### config.mk
export PLATFORM = sky130hd
export DESIGN_NAME = registered_decoder_4_16
export DESIGN_NICKNAME = d
export VERILOG_FILES = /design/src/rtl/registered_decoder_4_16.sv
export SDC_FILE = /design/constraint.sdc
export NUM_CORES = 1
export LEC_CHECK = 0
export ABC_AREA = 1
export CAP_MARGIN = 10
export CORE_ASPECT_RATIO = 0.75
export CORE_MARGIN = 2
export CORE_UTILIZATION = 40
export CTS_BUF_LIST = sky130_fd_sc_hd__clkbuf_4
export DETAILED_ROUTE_END_ITERATION = 10
export GPL_ROUTABILITY_DRIVEN = 0
export GPL_TIMING_DRIVEN = 0
export SETUP_SLACK_MARGIN = 0.15
export SLEW_MARGIN = 30
export SYNTH_ARGS = -nofsm -noshare
export SYNTH_HDL_FRONTEND = slang
export SYNTH_SLANG_ARGS = --single-unit
### constraint.sdc
create_clock -name Clock_In -period 3.1 [get_ports Clock_In]
set_input_delay 0.465 -clock Clock_In [delete_from_list [all_inputs] [get_ports Clock_In]]
set_output_delay 0.465 -clock Clock_In [all_outputs]
set_load 0.05 [all_outputs]
### src/rtl/registered_decoder_4_16.sv
// Registered 4:16 binary-to-one-hot decoder with valid/ready handshakes.
// A main register plus one skid entry keeps full rate under backpressure with a registered ready.
module registered_decoder_4_16 #(
    parameter int ACTIVE_LOW_OUTPUTS = 0
) (
    input  logic        Clock_In,
    input  logic        Reset_n_In,
    input  logic        Enable_In,
    input  logic [3:0]  Encoded_Value_In,
    input  logic        Encoded_Valid_In,
    output logic        Encoded_Ready_Out,
    output logic [15:0] Decoded_Value_Out,
    output logic        Decoded_Valid_Out,
    input  logic        Decoded_Ready_In
);

    // Encoding is {main_valid, skid_valid}.
    typedef enum logic [1:0] {
        BUF_EMPTY = 2'b00,
        BUF_ONE   = 2'b10,
        BUF_FULL  = 2'b11
    } buf_state_t;

    localparam logic [15:0] IDLE_VEC = (ACTIVE_LOW_OUTPUTS != 0) ? 16'hFFFF : 16'h0000;

    function automatic logic [15:0] decode_line(input logic [3:0] idx, input logic en);
        logic [15:0] line;
        line = en ? (16'h0001 << idx) : 16'h0000;
        return (ACTIVE_LOW_OUTPUTS != 0) ? ~line : line;
    endfunction

    buf_state_t  state_p1, state_nxt;
    logic        rdy_p1;
    logic [15:0] main_data_p1, main_data_nxt;
    logic [15:0] skid_data_p1, skid_data_nxt;
    logic [15:0] dec_vec_p0;
    logic        in_xfer;
    logic        out_xfer;

    // Stage p0: handshake qualification and decode of the offered index.
    assign in_xfer    = Encoded_Valid_In && rdy_p1;
    assign out_xfer   = state_p1[1] && Decoded_Ready_In;
    assign dec_vec_p0 = decode_line(Encoded_Value_In, Enable_In);

    always_comb begin
        state_nxt     = state_p1;
        main_data_nxt = main_data_p1;
        skid_data_nxt = skid_data_p1;
        case (state_p1)
            BUF_EMPTY: begin
                if (in_xfer) begin
                    main_data_nxt = dec_vec_p0;
                    state_nxt     = BUF_ONE;
                end
            end
            BUF_ONE: begin
                if (in_xfer && out_xfer) begin
                    main_data_nxt = dec_vec_p0;
                end else if (in_xfer) begin
                    skid_data_nxt = dec_vec_p0;
                    state_nxt     = BUF_FULL;
                end else if (out_xfer) begin
                    state_nxt     = BUF_EMPTY;
                end
            end
            BUF_FULL: begin
                if (out_xfer) begin
                    main_data_nxt = skid_data_p1;
                    state_nxt     = BUF_ONE;
                end
            end
            default: state_nxt = BUF_EMPTY;
        endcase
    end

    // Stage p1: buffer state, registered ready and output register.
    always_ff @(posedge Clock_In) begin
        if (!Reset_n_In) begin
            state_p1     <= BUF_EMPTY;
            rdy_p1       <= 1'b0;
            main_data_p1 <= IDLE_VEC;
        end else begin
            state_p1     <= state_nxt;
            rdy_p1       <= (state_nxt != BUF_FULL);
            main_data_p1 <= main_data_nxt;
        end
    end

    // Skid data is qualified by the state flags, so it needs no reset.
    always_ff @(posedge Clock_In) begin
        skid_data_p1 <= skid_data_nxt;
    end

    assign Encoded_Ready_Out = rdy_p1;
    assign Decoded_Valid_Out = state_p1[1];
    assign Decoded_Value_Out = main_data_p1;

endmodule
==> impl_metrics.csv <==
group,metric,value,unit
run_status,outcome,"complete, no violations",
detailed_routing,drt_iter0_drc,72,
timing,tightest_slew,0.646,ns
logic_synthesis,synth_top_family_by_area,"simple AND/OR/NAND/NOR gates",
layout,drive_above_1_share,7.47,%
cts,cts_resized,0,
logic_synthesis,ys_seq_elements,35,
placed_design,dp_hpwl,2.68,mm
cts,ctsHoldBuffers,0,
detailed_routing,antenna_left,0,
logic_synthesis,ys_seq_area_share,48.4,%
logic_synthesis,synth.area.mux_share,0,%
grt,grt_pass1_wl,6.14,mm
power_and_ir_drop,finalPower,1.36,mW
run,drv_cap,0,
worst_setup_path,crit_arrival,1.61,ns
worst_setup_path,cp-start-kind,"flop",
logic_synthesis,yosysWarnings,0,
layout,n_antenna_cell,0,
worst_setup_path,critPathTopFamily,"buffers and inverters",
timing,finClkSkew,0.0173,ns
logic_synthesis,ys_top_cells_by_area,"edfxtp_1 (27%), dfxtp_1 (21%), nand2_1 (18%)",
floorplan,core_area,4150,um^2
placed_design,port_buffers,24,
logic_synthesis,synth-simple-area-share,35.6,%
timing,fin_crit_sh,66.8,%
layout,area_growth,23.3,%
worst_setup_path,path_class,"reg2out",
layout,multi_input_area,707,um^2
detailed_routing,viasPerCell,4.43,
worst_hold_path,hp-class,"in2reg",
timing,fin_tns_setup,0,ns
logic_synthesis,ys_types,21,
grt,antenna_found_initial,0,
cts,clock_sinks,35,
cts,cts-root-buf,"clkbuf_4",
cts,clk_latency,0.35,ns
grt,grt.overflow.total,0,
power_and_ir_drop,peakVddDrop,0.290,mV
grt,grt_max_degree,17,
floorplan,rows,20,
timing,finalCriticalPeriod,2.07,ns
cts,clockBufferDepth,2,
worst_setup_path,path_cells,"clkdlybuf4s50_1",
worst_setup_path,worst_ep_required_time,2.63,ns
cts,post_cts_buffers,0,
cts,htree_num_levels,2,
layout,final_common_cell,"nand2_1",
cts,cts_buffers,5,
layout,fillers,441,
logic_synthesis,synth_xor_area_share,0,%
worst_setup_path,path_buf_inv,1,
logic_synthesis,synth-compound-area-share,1.34,%
logic_synthesis,synth_top_cell_by_area,"edfxtp_1",
logic_synthesis,netlist_area,1780,um^2
logic_synthesis,syn_nets,262,
layout,layout_common_cells,"nand2_1 (85), nor2_1 (49), inv_1 (38)",
floorplan,die_w,81.0,um
power_and_ir_drop,p_leak,1.05,nW
worst_setup_path,cp-end-kind,"output pin",
power_and_ir_drop,powerDensity,619,nW/um^2
layout,final_nets,293,
detailed_routing,wire_per_inst,11.0,um
logic_synthesis,synth.avg_cell_area,7.14,um^2
floorplan,io_pins,27,
logic_synthesis,synthCells,249,
cts,cts_tree,"built",
logic_synthesis,synth_top_area_share,27.0,%
floorplan,die_h,61.7,um
timing,hold_violations,0,
grt,grt_pass1_vias,1269,
worst_setup_path,crit_slowest_cell,"clkdlybuf4s50_1",
timing,relSlewSlack,56.9,%
cts,cts.clk_slew.worst_paths,0.12,ns
timing,grt_setup_unrepaired,"no",
detailed_routing,drt-total-wl,3.70,mm
worst_setup_path,critPathMaxFanout,6,
grt,grtUsageTotal,16.9,%
floorplan,floorplan.initialDensity,42.8,%
detailed_routing,vias,1490,
logic_synthesis,synth_fa_ha_area_share,2.81,%
detailed_routing,drcViolationCount,0,
layout,register_area,861,um^2
timing,slew_viol_final,0,
timing,finalSetupViolations,0,
detailed_routing,firstDrtPassIters,4,
worst_setup_path,cpPeakStageDelay,0.84,ns
floorplan,die_area,5000,um^2
timing,max_freq,483,MHz
[registers in the layout, summed over array words and instances, names as in the netlist]
signal	count
Decoded_Value_Out	16
Encoded_Ready_Out	1
skid_data_p1	16
state_p1	2
[where the power goes]
part	internal, mW	switching [mW]	leakage, nW
combinational	0.132	0.260	0.704
clock	0.261	0.159	0.0559
sequential	0.524	0.0206	0.292
[synth_stat cells]
cell / count
nor2_1: 49
nor2_2: 1
nor3_1: 5
inv_4: 1
nand4_1: 1
ha_1: 4
nand2_2: 1
o21ai_0: 1
edfxtp_1: 16
dfxtp_1: 19
inv_1: 38
nand2_1: 85
buf_6: 2
clkbuf_1: 1
o21ai_2: 1
o21ai_1: 1
buf_4: 2
buf_2: 4
nand3_1: 15
a21oi_1: 1
nor2_4: 1
[logic make-up (layout without fill, tap and decap cells)]
| group | after synthesis | in the layout |
|---|---|---|
| compound gates | 4 | 4 |
| fa+ha+maj | 4 | 4 |
| buf+inv | 48 | 80 |
| flops | 35 | 35 |
| simple gates | 158 | 158 |
[final cells by class]
cell class,count,area share [%]
Sequential cell,35,39.3
Multi-Input combinational cell,166,32.2
Timing Repair Buffer,24,11.0
Inverter,39,6.79
Tap cell,55,3.14
Buffer,9,2.80
Clock inverter,2,2.74
Clock buffer,6,2.05
[path summary, 6_finish.rpt]
path	startpoint	endpoint	slack [ns]	cells after the start
min	Reset_n_In	Decoded_Value_Out[11]	0.41	3
max	state_p1[1]	Decoded_Valid_Out	1.03	1
max reg2reg	state_p1[1]	skid_data_p1[8]	1.37	3
min reg2reg	Decoded_Value_Out[9]	Decoded_Value_Out[9]	0.52	4
[metal layers]
metal | vias to the layer above | track usage, % | part of all wire (%)
met5 | - | 0 | 0
met4 | 0 | 5.08 | 1.3
met3 | 7 | 4.34 | 4.8
met2 | 29 | 22.7 | 37
met1 | 640 | 26.4 | 57
li1 | 814 | - | -
[stage by stage]
stage	cells	setup WS [ns]	utilization, %	hold WS, ns	instance area [um^2]
after global placement	328	1.10	50.2	0.502	2090
after floorplan	249	1.23	-	0.534	1780
after global routing	336	0.966	52.8	0.407	2190
after detailed placement	328	1.11	50.2	0.499	2090
after CTS	336	1.01	52.8	0.407	2190
final	336	1.03	52.8	0.411	2190
Power figures use the tool's default switching activity.
